$ cat config.mk
export PLATFORM = sky130hd
export DESIGN_NAME = control_setare
export DESIGN_NICKNAME = d
export VERILOG_FILES = /design/src/rtl/control_setare.sv
export SDC_FILE = /design/constraint.sdc
export NUM_CORES = 1
export LEC_CHECK = 0
export ABC_AREA = 1
export BUFFER_PORTS_ARGS = -buffer_cell sky130_fd_sc_hd__buf_2
export CAP_MARGIN = 20
export CORE_UTILIZATION = 54
export CTS_CLUSTER_SIZE = 28
export DETAILED_ROUTE_END_ITERATION = 16
export PLACE_DENSITY = 0.75
export REMOVE_ABC_BUFFERS = 1
export SLEW_MARGIN = 20
export SYNTH_ARGS = -nofsm -noshare
export SYNTH_HDL_FRONTEND = slang
export SYNTH_SLANG_ARGS = --single-unit
$ cat constraint.sdc
create_clock -name clock -period 1.85 [get_ports clock]
set_input_delay 0.2775 -clock clock [delete_from_list [all_inputs] [get_ports clock]]
set_output_delay 0.2775 -clock clock [all_outputs]
set_load 0.005 [all_outputs]
$ cat src/rtl/control_setare.sv
// control_setare: button-driven mode sequencer for the time/alarm setting datapath
module control_setare #(
    parameter int TIMEOUT_CYCLES = 1000,
    parameter int CNT_W          = 10
) (
    input  logic       clock,
    input  logic       reset,
    input  logic       btn_mod,
    input  logic       btn_ok,
    input  logic       btn_ore,
    input  logic       btn_min,
    output logic       semnal_setare,
    output logic       semnal_setare_a,
    output logic       semnal_b1,
    output logic       semnal_b2,
    output logic       semnal_stop,
    output logic [1:0] mod_afisaj,
    output logic       timeout_abort
);
    typedef enum logic [2:0] {IDLE, SET_T, CLR, SET_A, COMMIT_T, COMMIT_A} state_t;
    state_t state, nxt;
    logic [3:0] prev;
    logic [CNT_W-1:0] cnt, cnt_nxt;
    logic e_mod, e_ok, e_ore, e_min, any_e, in_set, tmo, ctl_e;
    logic set_d, set_a_d, stop_d;
    logic [1:0] mod_d;
    assign e_mod  = btn_mod & ~prev[3];
    assign e_ok   = btn_ok  & ~prev[2];
    assign e_ore  = btn_ore & ~prev[1];
    assign e_min  = btn_min & ~prev[0];
    assign any_e  = e_mod | e_ok | e_ore | e_min;
    assign ctl_e  = e_mod | e_ok;
    assign in_set = (state == SET_T) || (state == SET_A);
    // Any edge restarts the inactivity window, so it also suppresses a pending timeout.
    assign tmo    = (cnt == CNT_W'(TIMEOUT_CYCLES - 1)) && !any_e;
    // Counter runs only while staying in a set state with no button activity.
    assign cnt_nxt = (in_set && nxt == state && !any_e) ? cnt + 1'b1 : '0;
    // State, edge history, inactivity counter and registered outputs.
    always_ff @(posedge clock) begin
        if (reset) begin
            state           <= IDLE;
            prev            <= {btn_mod, btn_ok, btn_ore, btn_min};
            cnt             <= '0;
            semnal_setare   <= 1'b0;
            semnal_setare_a <= 1'b0;
            semnal_b1       <= 1'b0;
            semnal_b2       <= 1'b0;
            semnal_stop     <= 1'b0;
            mod_afisaj      <= 2'd0;
            timeout_abort   <= 1'b0;
        end else begin
            state           <= nxt;
            prev            <= {btn_mod, btn_ok, btn_ore, btn_min};
            cnt             <= cnt_nxt;
            semnal_setare   <= set_d;
            semnal_setare_a <= set_a_d;
            semnal_b1       <= e_ore & in_set & ~ctl_e;
            semnal_b2       <= e_min & in_set & ~ctl_e;
            semnal_stop     <= stop_d;
            mod_afisaj      <= mod_d;
            timeout_abort   <= in_set & tmo & ~ctl_e;
        end
    end
    // Next state: ok beats mod beats timeout; edges in CLR/COMMIT are dropped.
    always_comb begin
        nxt = state;
        case (state)
            IDLE:     nxt = e_mod ? SET_T : IDLE;
            SET_T:    nxt = e_ok ? COMMIT_T : e_mod ? CLR : tmo ? IDLE : SET_T;
            CLR:      nxt = SET_A;
            SET_A:    nxt = e_ok ? COMMIT_A : (e_mod || tmo) ? IDLE : SET_A;
            default:  nxt = IDLE;
        endcase
    end
    // Output decode of the upcoming state, registered alongside it.
    always_comb begin
        set_d   = (nxt == SET_T) || (nxt == COMMIT_T);
        set_a_d = (nxt == SET_A) || (nxt == COMMIT_A);
        stop_d  = (nxt == COMMIT_T) || (nxt == COMMIT_A);
        mod_d   = set_d ? 2'd1 : (set_a_d || nxt == CLR) ? 2'd2 : 2'd0;
    end
endmodule

==> results.txt, run 1 <==
The tools report the overall track demand over capacity in global routing as 18.7%. The tree is rooted in a sky130_fd_sc_hd__clkbuf_4. The clock arrives with 5.75 ps of skew.

After routing the design area is 1120 um^2. Measured in cells, the most critical reg-to-reg path has a length of 10. Cells fill 64.0% of the core in the end. Number of cells traversed by the worst hold path: 1.

The data required time at the worst endpoint came out at 2050 ps. For this run, the top clock speed supported by timing is 569 MHz. The count of endpoints failing setup in the final report is 0, and the clock transition at the register clock pins on the worst setup and hold paths after CTS is 120 ps. The die height works out to 45.2 um. The critical path start-end classification was flip-flop to flip-flop.

For the via count of the first global-routing pass, the log shows 641. The tools report the capture endpoint of the worst hold path as prev[2]$_DFF_P_. Relative to the synthesized area, the layout overhead comes to 11.1%. The run gives 22 as the count of cell types in the netlist. Among all stages on the critical path, the largest delay is contributed by sky130_fd_sc_hd__dfxtp_1.

Setup slack on the worst reg-to-reg path comes out at 90 ps. The tools report the aggregate routed wire length as 1700 um. For this design the total switching power over the nets is 189 uW. The logs give 768 for the count of vias placed by the detailed router and 300 ps for the clock latency reported for the late side of the worst-skew pair. The part of the total power dissipated in combinational logic was 7.6%. The number of antenna violations at the first check in global routing came out at 0. Once detailed placement completed, the half-perimeter wirelength came to 1290 um.

STA classifies the critical path endpoint as a flip-flop. The worst relative slew slack came out at 77.0%. After routing, the total negative slack on setup checks comes to 0 ps.

The library cell appearing most often on the critical path is sky130_fd_sc_hd__nor2_2. The analysis attributes to cell leakage a power of 0.000469 uW. The library cells used most frequently in the layout, excluding fill and tap cells, are 24 x sky130_fd_sc_hd__dfxtp_1, 18 x sky130_fd_sc_hd__nand2_1, 15 x sky130_fd_sc_hd__inv_1. The number of sinks driven by the clock tree was 24; the largest fanout of any net on the critical path was 10. The run gives 0 as the number of hold violations in the final report. Delay contributed by the slowest stage of the critical path: 390 ps.

The tools report the final-report max-slew violation count as 0. The library cell used most frequently in the layout, excluding fill and tap cells, is sky130_fd_sc_hd__dfxtp_1. The floorplan die area came out at 2040 um^2. Setup repair after global routing left no endpoint under its margin. The logs give 3 for the clock buffer count from CTS and 57.6% for the effective utilization at floorplan.

The count of TritonRoute iterations in the first routing pass is 4. After detailed placement, the total cell area comes to 1090 um^2. Hold is met by 76.0 ps. TritonCTS built the clock tree. Entering global routing, the biggest net connects 13 pins. The final layout contains 145 nets. Power spread over the standard cell area amounts to 730 nW/um^2. Sequential elements use 47.8% of the synthesized area. The floorplan step set the die width to 45.2 um. In this run the critical register-to-register path is launched from cnt[0]$_SDFF_PP0_. Counting every instance in the synthesized netlist gives 121. The via count normalized by instance count is 4.77. Sequential cells burn 65.5% of the power. The cell internal power dissipation came out at 626 uW.

At the worst endpoint, the arrival time is 1960 ps. The worst path uses 94.9% of the clock period. The worst setup path is launched from a flip-flop. The total number of H-tree levels was 1.

The maximum buffer depth of the clock tree was 2. The post-route netlist has 29.4% of its cells at a drive strength greater than 1. Summed over all layers, the global routing overflow is 0. After synthesis, the mean cell area works out to 8.31 um^2. The worst-case IR drop observed on VDD is 0.380 mV. For the number of synthesis warnings, the log shows 0. The congestion estimate from routability-driven global placement came to 0.796. The logs give 0 for the buffers inserted during post-CTS setup optimization and 14 for the I/O pin total. The average routed wire per standard cell came out at 10.6 um. For this run, design rule violations remaining after detail routing come to 0.

The count of nets left with antenna violations once routing finished came out at 0. The pin slew with the least headroom to its limit is 343 ps, and the count of input and output buffers is 13. Hold repair after CTS inserted 0 buffers. The number of resized instances in the post-cts repair step was 0; the post-layout minimum cycle time was 1760 ps.

In this run the most critical hold path is launched from btn_ok. The first routing iteration left 18 violations. The flow ran to the end, and the final reports show no timing, DRC or antenna violations.

Of the total power, the share spent switching nets is 23.2%. The critical path goes through ha_1, nand2_1, nor2_1, nand3_1, o21bai_2, nor2_2, nor2_2, nand3_2, nand2_4, nor2_2. The placeable core area was 1750 um^2; the synthesis-stage register bit count was 24. The first global-routing pass estimated 2660 um of wire. The tool flagged a number of max-cap violations equal to 0. In this run the worst hold path is classified as primary input to flip-flop. The endpoint identified for the worst register-to-register timing path is cnt[2]$_SDFF_PP0_.

The number of core rows is 15, and the area of the mapped netlist is 1010 um^2. The clock network is responsible for 26.8% of the overall power. For the number of antenna cells inserted, the log shows 0.
state kept, by name, indices dropped and copies added, names as in the netlist:
signal           count
semnal_setare        1
state                3
semnal_stop          1
semnal_setare_a      1
prev                 4
semnal_b1            1
cnt                 10
mod_afisaj           1
semnal_b2            1
timeout_abort        1
metrics by stage:
stage | setup WS [ps] | total power, uW | std cells
3_5_place_dp | 128 | 608 | 158
6_report | 93.5 | 815 | 161
3_3_place_gp | 224 | 606 | 158
2_1_floorplan | 357 | 587 | 120
5_1_grt | 12.2 | 854 | 161
4_1_cts | 112 | 821 | 161
cell usage after synthesis, drive strengths merged:
cell type / number / area, um^2
xnor2: 3 / 26.3
buf: 1 / 7.51
clkinv: 1 / 3.75
xor2: 5 / 43.8
inv: 18 / 67.6
nor3: 4 / 20.0
nand2: 19 / 78.8
o21bai: 1 / 11.3
ha: 1 / 12.5
a21oi: 5 / 32.5
nor2: 26 / 140
nand3: 9 / 55.1
nor3b: 1 / 7.51
nand4: 2 / 12.5
nor4: 1 / 6.26
dfxtp: 24 / 480
cells by family after synthesis:
family          synth area share (%)
fa+ha+maj                       1.24
simple gates                    31.8
buf+inv                         7.84
compound gates                  4.35
xor+xnor                        6.97
flops                           47.8
final cells by class:
cell class | count | area, um^2
Tap cell | 25 | 31.3
Multi-Input combinational cell | 77 | 447
Timing Repair Buffer | 13 | 65.1
Inverter | 19 | 71.3
Clock buffer | 3 | 22.5
Sequential cell | 24 | 480
Fill cell | 155 | 628
how the worst max path moves through the flow:
stage                            startpoint                end
after floorplan           cnt[0]$_SDFF_PP0_  cnt[6]$_SDFF_PP0_
after global placement    cnt[0]$_SDFF_PP0_  cnt[7]$_SDFF_PP0_
after detailed placement  cnt[0]$_SDFF_PP0_  cnt[7]$_SDFF_PP0_
after CTS                 cnt[0]$_SDFF_PP0_  cnt[2]$_SDFF_PP0_
final                     cnt[0]$_SDFF_PP0_  cnt[2]$_SDFF_PP0_
after global routing      cnt[0]$_SDFF_PP0_  cnt[2]$_SDFF_PP0_
power by group through the flow:
| stage | Combinational (uW) | Clock (uW) | Sequential [uW] |
|---|---|---|---|
| floorplan | 41.0 | 0 | 546 |
| global route | 69.3 | 249 | 536 |
| finish | 62.2 | 219 | 534 |
| global placement | 60.2 | 0 | 546 |
| CTS | 62.0 | 225 | 534 |
| detailed placement | 62.0 | 0 | 546 |
worst max-delay path, delay by kind of cell (launching register included):
family                   cells  cell delay, ps
AND/OR/NAND/NOR              8             850
flip-flops                   1             390
AO/OA/AOI/OAI                1             170
adder cells (fa/ha/maj)      1             240
layer usage:
metal  global-route usage [%]  part of all wire (%)  routed length [um]  vias to the layer above
met5                        0                     0                   0                        -
met4                     9.09                  0.77                  13                        0
met3                     4.80                   3.2                  55                        2
met2                     29.9                    47                 791                       20
met1                     23.4                    49                 838                      341
li1                         -                     -                   -                      405
Power figures use the tool's default switching activity.
==> run 2, diff against run 1 <==
--- a/config.mk
+++ b/config.mk
@@ -6,12 +6,12 @@
 export NUM_CORES = 1
 export LEC_CHECK = 0
 export ABC_AREA = 1
-export BUFFER_PORTS_ARGS = -buffer_cell sky130_fd_sc_hd__buf_2
 export CAP_MARGIN = 20
-export CORE_UTILIZATION = 54
+export CORE_UTILIZATION = 59
 export CTS_CLUSTER_SIZE = 28
 export DETAILED_ROUTE_END_ITERATION = 16
-export PLACE_DENSITY = 0.75
+export DONT_BUFFER_PORTS = 1
+export PLACE_DENSITY = 0.74
 export REMOVE_ABC_BUFFERS = 1
 export SLEW_MARGIN = 20
 export SYNTH_ARGS = -nofsm -noshare
==> run 2 against run 1 <==
Against the previous run:
- sequential power about the same
- hold slack worse by 53 ps
- global-route usage about the same
- sequential share of layout area up 0.88 points
- final area down 2.0%
- worst setup slack better by 130 ps
- critical path depth unchanged
- combinational power down 13%
- routed wire length down 7.4%
- final cell count down 11%
==> results.txt, run 2 (synthesis gave the netlist of run 1 again) <==
The flow ran to the end, and the final reports show no timing, DRC or antenna violations. The tools report the number of DRC violations after detailed-routing iteration 0 as 13 (was 18). The kind of end point of the critical path is a flip-flop (unchanged). The leakage power was 0.000429 uW (was 0.000469 uW).

For the end-of-flow core utilization, the log shows 71.0% (was 64.0%). Worst path arrival time: 1830 ps (was 1960 ps). Remaining number of nets flagged by the antenna check after routing: 0 (unchanged). The aggregate routed wire length is 1570 um (was 1700 um). The run gives 0 (unchanged) as the final-report max-slew violation count. The placer's final routability congestion estimate is 0.815 (was 0.796), and the global-route congestion overflow total is 0 (unchanged). The tools report the total area of multi-input combinational cells as 447 um^2 (unchanged).

The end point of the critical path was cnt[1]$_SDFF_PP0_ (was cnt[2]$_SDFF_PP0_). The signed area change from the synthesized netlist to the final layout works out to 8.83% (was 11.1%). The peak supply drop came out at 0.473 mV (was 0.380 mV).

For the clock buffer count from CTS, the log shows 3 (unchanged). The element type at the critical path start was a flip-flop (unchanged). The path category of the worst min-delay check is primary input to flip-flop (unchanged).

The die boundary width is 43.3 um (was 45.2 um). The slack of the worst reg-to-reg path is 220 ps (was 90 ps), and the average routed wire per standard cell is 10.9 um (was 10.6 um). The via count normalized by instance count works out to 5.06 (was 4.77). The global-route wire length before repair is 2680 um (was 2660 um). The register with the most flip-flops was cnt (unchanged). The data required time at the worst endpoint was 2060 ps (was 2050 ps). The count of vias placed by the detailed router is 729 (was 768). The run gives 1.62 ps (was 5.75 ps) as the final setup skew. The tools report the worst min-delay path startpoint as reset (was btn_ok).

For the number of core rows, the log shows 14 (was 15). The start of the worst register-to-register path was cnt[0]$_SDFF_PP0_ (unchanged). The clock latency reported for the late side of the worst-skew pair came out at 300 ps (about the same).

The total number of H-tree levels is 1 (unchanged), and the depth of the worst register-to-register path is 10 (unchanged). For the via count of the first global-routing pass, the log shows 677 (was 641). Count of endpoints failing setup in the final report: 0 (unchanged). The combined flip-flop and latch cell area is 480 um^2 (unchanged). The flip-flop count of the largest register, all copies and words added is 10 (unchanged), and the pin count of the biggest net entering global routing is 14 (was 13). Largest fanout of any net on the critical path: 10 (unchanged). The count of input and output buffers works out to 0 (was 13).

The logs give 2 (unchanged) for the maximum buffer depth of the clock tree and 0 (unchanged) for the number of hold violations in the final report. The number of antenna violations at the first check in global routing is 0 (unchanged). The share of post-route cells with drive strength above 1 is 21.9% (was 29.4%). The buffers inserted during post-CTS setup optimization is 0 (unchanged), and the effective utilization at floorplan is 65.3% (was 57.6%). The critical register-to-register path endpoint is cnt[1]$_SDFF_PP0_ (was cnt[2]$_SDFF_PP0_). For the worst relative slew slack, the log shows 79.7% (was 77.0%). The post-layout minimum cycle time is 1630 ps (was 1760 ps), and the net total in the final layout is 136 (was 145). The number of fill cells in the layout is 131 (was 155). The I/O pin total was 14 (unchanged). The clock transition at the register clock pins on the worst setup and hold paths after CTS works out to 120 ps (about the same).

For the max-cap violation count, the log shows 0 (unchanged). Most common cell after layout, fill and taps aside: sky130_fd_sc_hd__dfxtp_1 (unchanged). The final critical-path share of the clock period came out at 87.8% (was 94.9%). The tools report the root buffer selected by CTS as sky130_fd_sc_hd__clkbuf_4 (unchanged). The number of sinks driven by the clock tree was 24 (unchanged); the die height was 43.3 um (was 45.2 um).

For the number of antenna cells inserted, the log shows 0 (unchanged). Setup repair after global routing left no endpoint under its margin. Top library cells by usage in the layout, fill and taps aside: 24 x sky130_fd_sc_hd__dfxtp_1, 18 x sky130_fd_sc_hd__nand2_1, 15 x sky130_fd_sc_hd__inv_1 (unchanged).

The launching element of the worst setup path is cnt[0]$_SDFF_PP0_ (unchanged). Biggest regs: cnt: 10 flops, prev: 4 flops, state: 3 flops (unchanged). Estimated wirelength of the detail-placed design: 1220 um (was 1290 um). The DRC violations left was 0 (unchanged); the pin slew with the least headroom to its limit was 302 ps (was 343 ps). The power density over the cells came out at 779 nW/um^2 (was 730 nW/um^2).

Final sum of negative setup slack: 0 ps (unchanged). The placeable core area is 1540 um^2 (was 1750 um^2), and the overall track demand over capacity in global routing is 18.8% (was 18.7%). The highest attainable clock frequency is 615 MHz (was 569 MHz). Critical path start-end classification: flip-flop to flip-flop (unchanged). The count of TritonRoute iterations in the first routing pass came out at 4 (unchanged). TritonCTS built the clock tree. For the floorplan die area, the log shows 1870 um^2 (was 2040 um^2).
==> run 2: cell types whose count changed in the layout (fill, tap and decap cells not counted) <==
cell,delta
sky130_fd_sc_hd__dlygate4sd3_1,+4
sky130_fd_sc_hd__clkbuf_8,+1
sky130_fd_sc_hd__buf_2,-13
==> run 2: worst min-delay path by stage <==
| stage | endpoint | depth (start not counted) |
|---|---|---|
| floorplan | prev[0]$_DFF_P_ | 0 |
| global placement | prev[1]$_DFF_P_ | 0 |
| detailed placement | prev[0]$_DFF_P_ | 0 |
| CTS | state[1]$_SDFF_PP0_ | 1 |
| global route | state[1]$_SDFF_PP0_ | 1 |
| finish | state[0]$_SDFF_PP0_ | 1 |
==> run 2: critical path: stages, from the launching register on <==
cell and delay (ps):
sky130_fd_sc_hd__dfxtp_1 380, sky130_fd_sc_hd__ha_1 230, sky130_fd_sc_hd__nand2_1 70, sky130_fd_sc_hd__nor2_1 80, sky130_fd_sc_hd__nand3_1 90, sky130_fd_sc_hd__o21bai_2 150
sky130_fd_sc_hd__nor2_2 50, sky130_fd_sc_hd__nor2_2 150, sky130_fd_sc_hd__nand3_2 110, sky130_fd_sc_hd__nand2_4 180, sky130_fd_sc_hd__nor2_2 50
==> run 2: layer usage <==
layer / GRT usage [%] / routed length (um) / vias to the layer above
li1: - / - / 384
met3: 2.55 / 37 / 2
met2: 32.8 / 830 / 7
met5: 0 / 0 / -
met4: 5.45 / 14 / 0
met1: 23.7 / 691 / 336
==> run 2: stage by stage <==
| step | instances | hold WS, ps | setup slack, ps | total power, uW | area [um^2] |
|---|---|---|---|---|---|
| 3_3_place_gp | 136 | 305 | 227 | 594 | 1020 |
| 6_report | 144 | 23.0 | 225 | 853 | 1090 |
| 4_1_cts | 144 | 22.3 | 203 | 857 | 1090 |
| 3_5_place_dp | 136 | 305 | 217 | 595 | 1020 |
| 5_1_grt | 144 | 5.89 | 52.9 | 887 | 1090 |
| 2_1_floorplan | 120 | 305 | 357 | 587 | 998 |
==> run 2: final cells by class <==
| class | instances | share of cell area (%) |
|---|---|---|
| multi-input combinational | 77 | 40.8 |
| timing repair buffer | 4 | 3.66 |
| tap | 16 | 1.83 |
| clock buffer | 4 | 3.31 |
| sequential | 24 | 43.9 |
| inverter | 19 | 6.51 |
==> run 2: power by group <==
part | internal, uW | switching, uW | leakage, uW
Sequential | 528 | 7.95 | 0.000195
Clock | 120 | 143 | 0.0000210
Combinational | 21.3 | 32.7 | 0.000213
==> run 2: repair_timing <==
item                                   CTS  global route
endpoints found under the hold margin    4             0
resized for setup                        0             0
hold buffers                             4             0
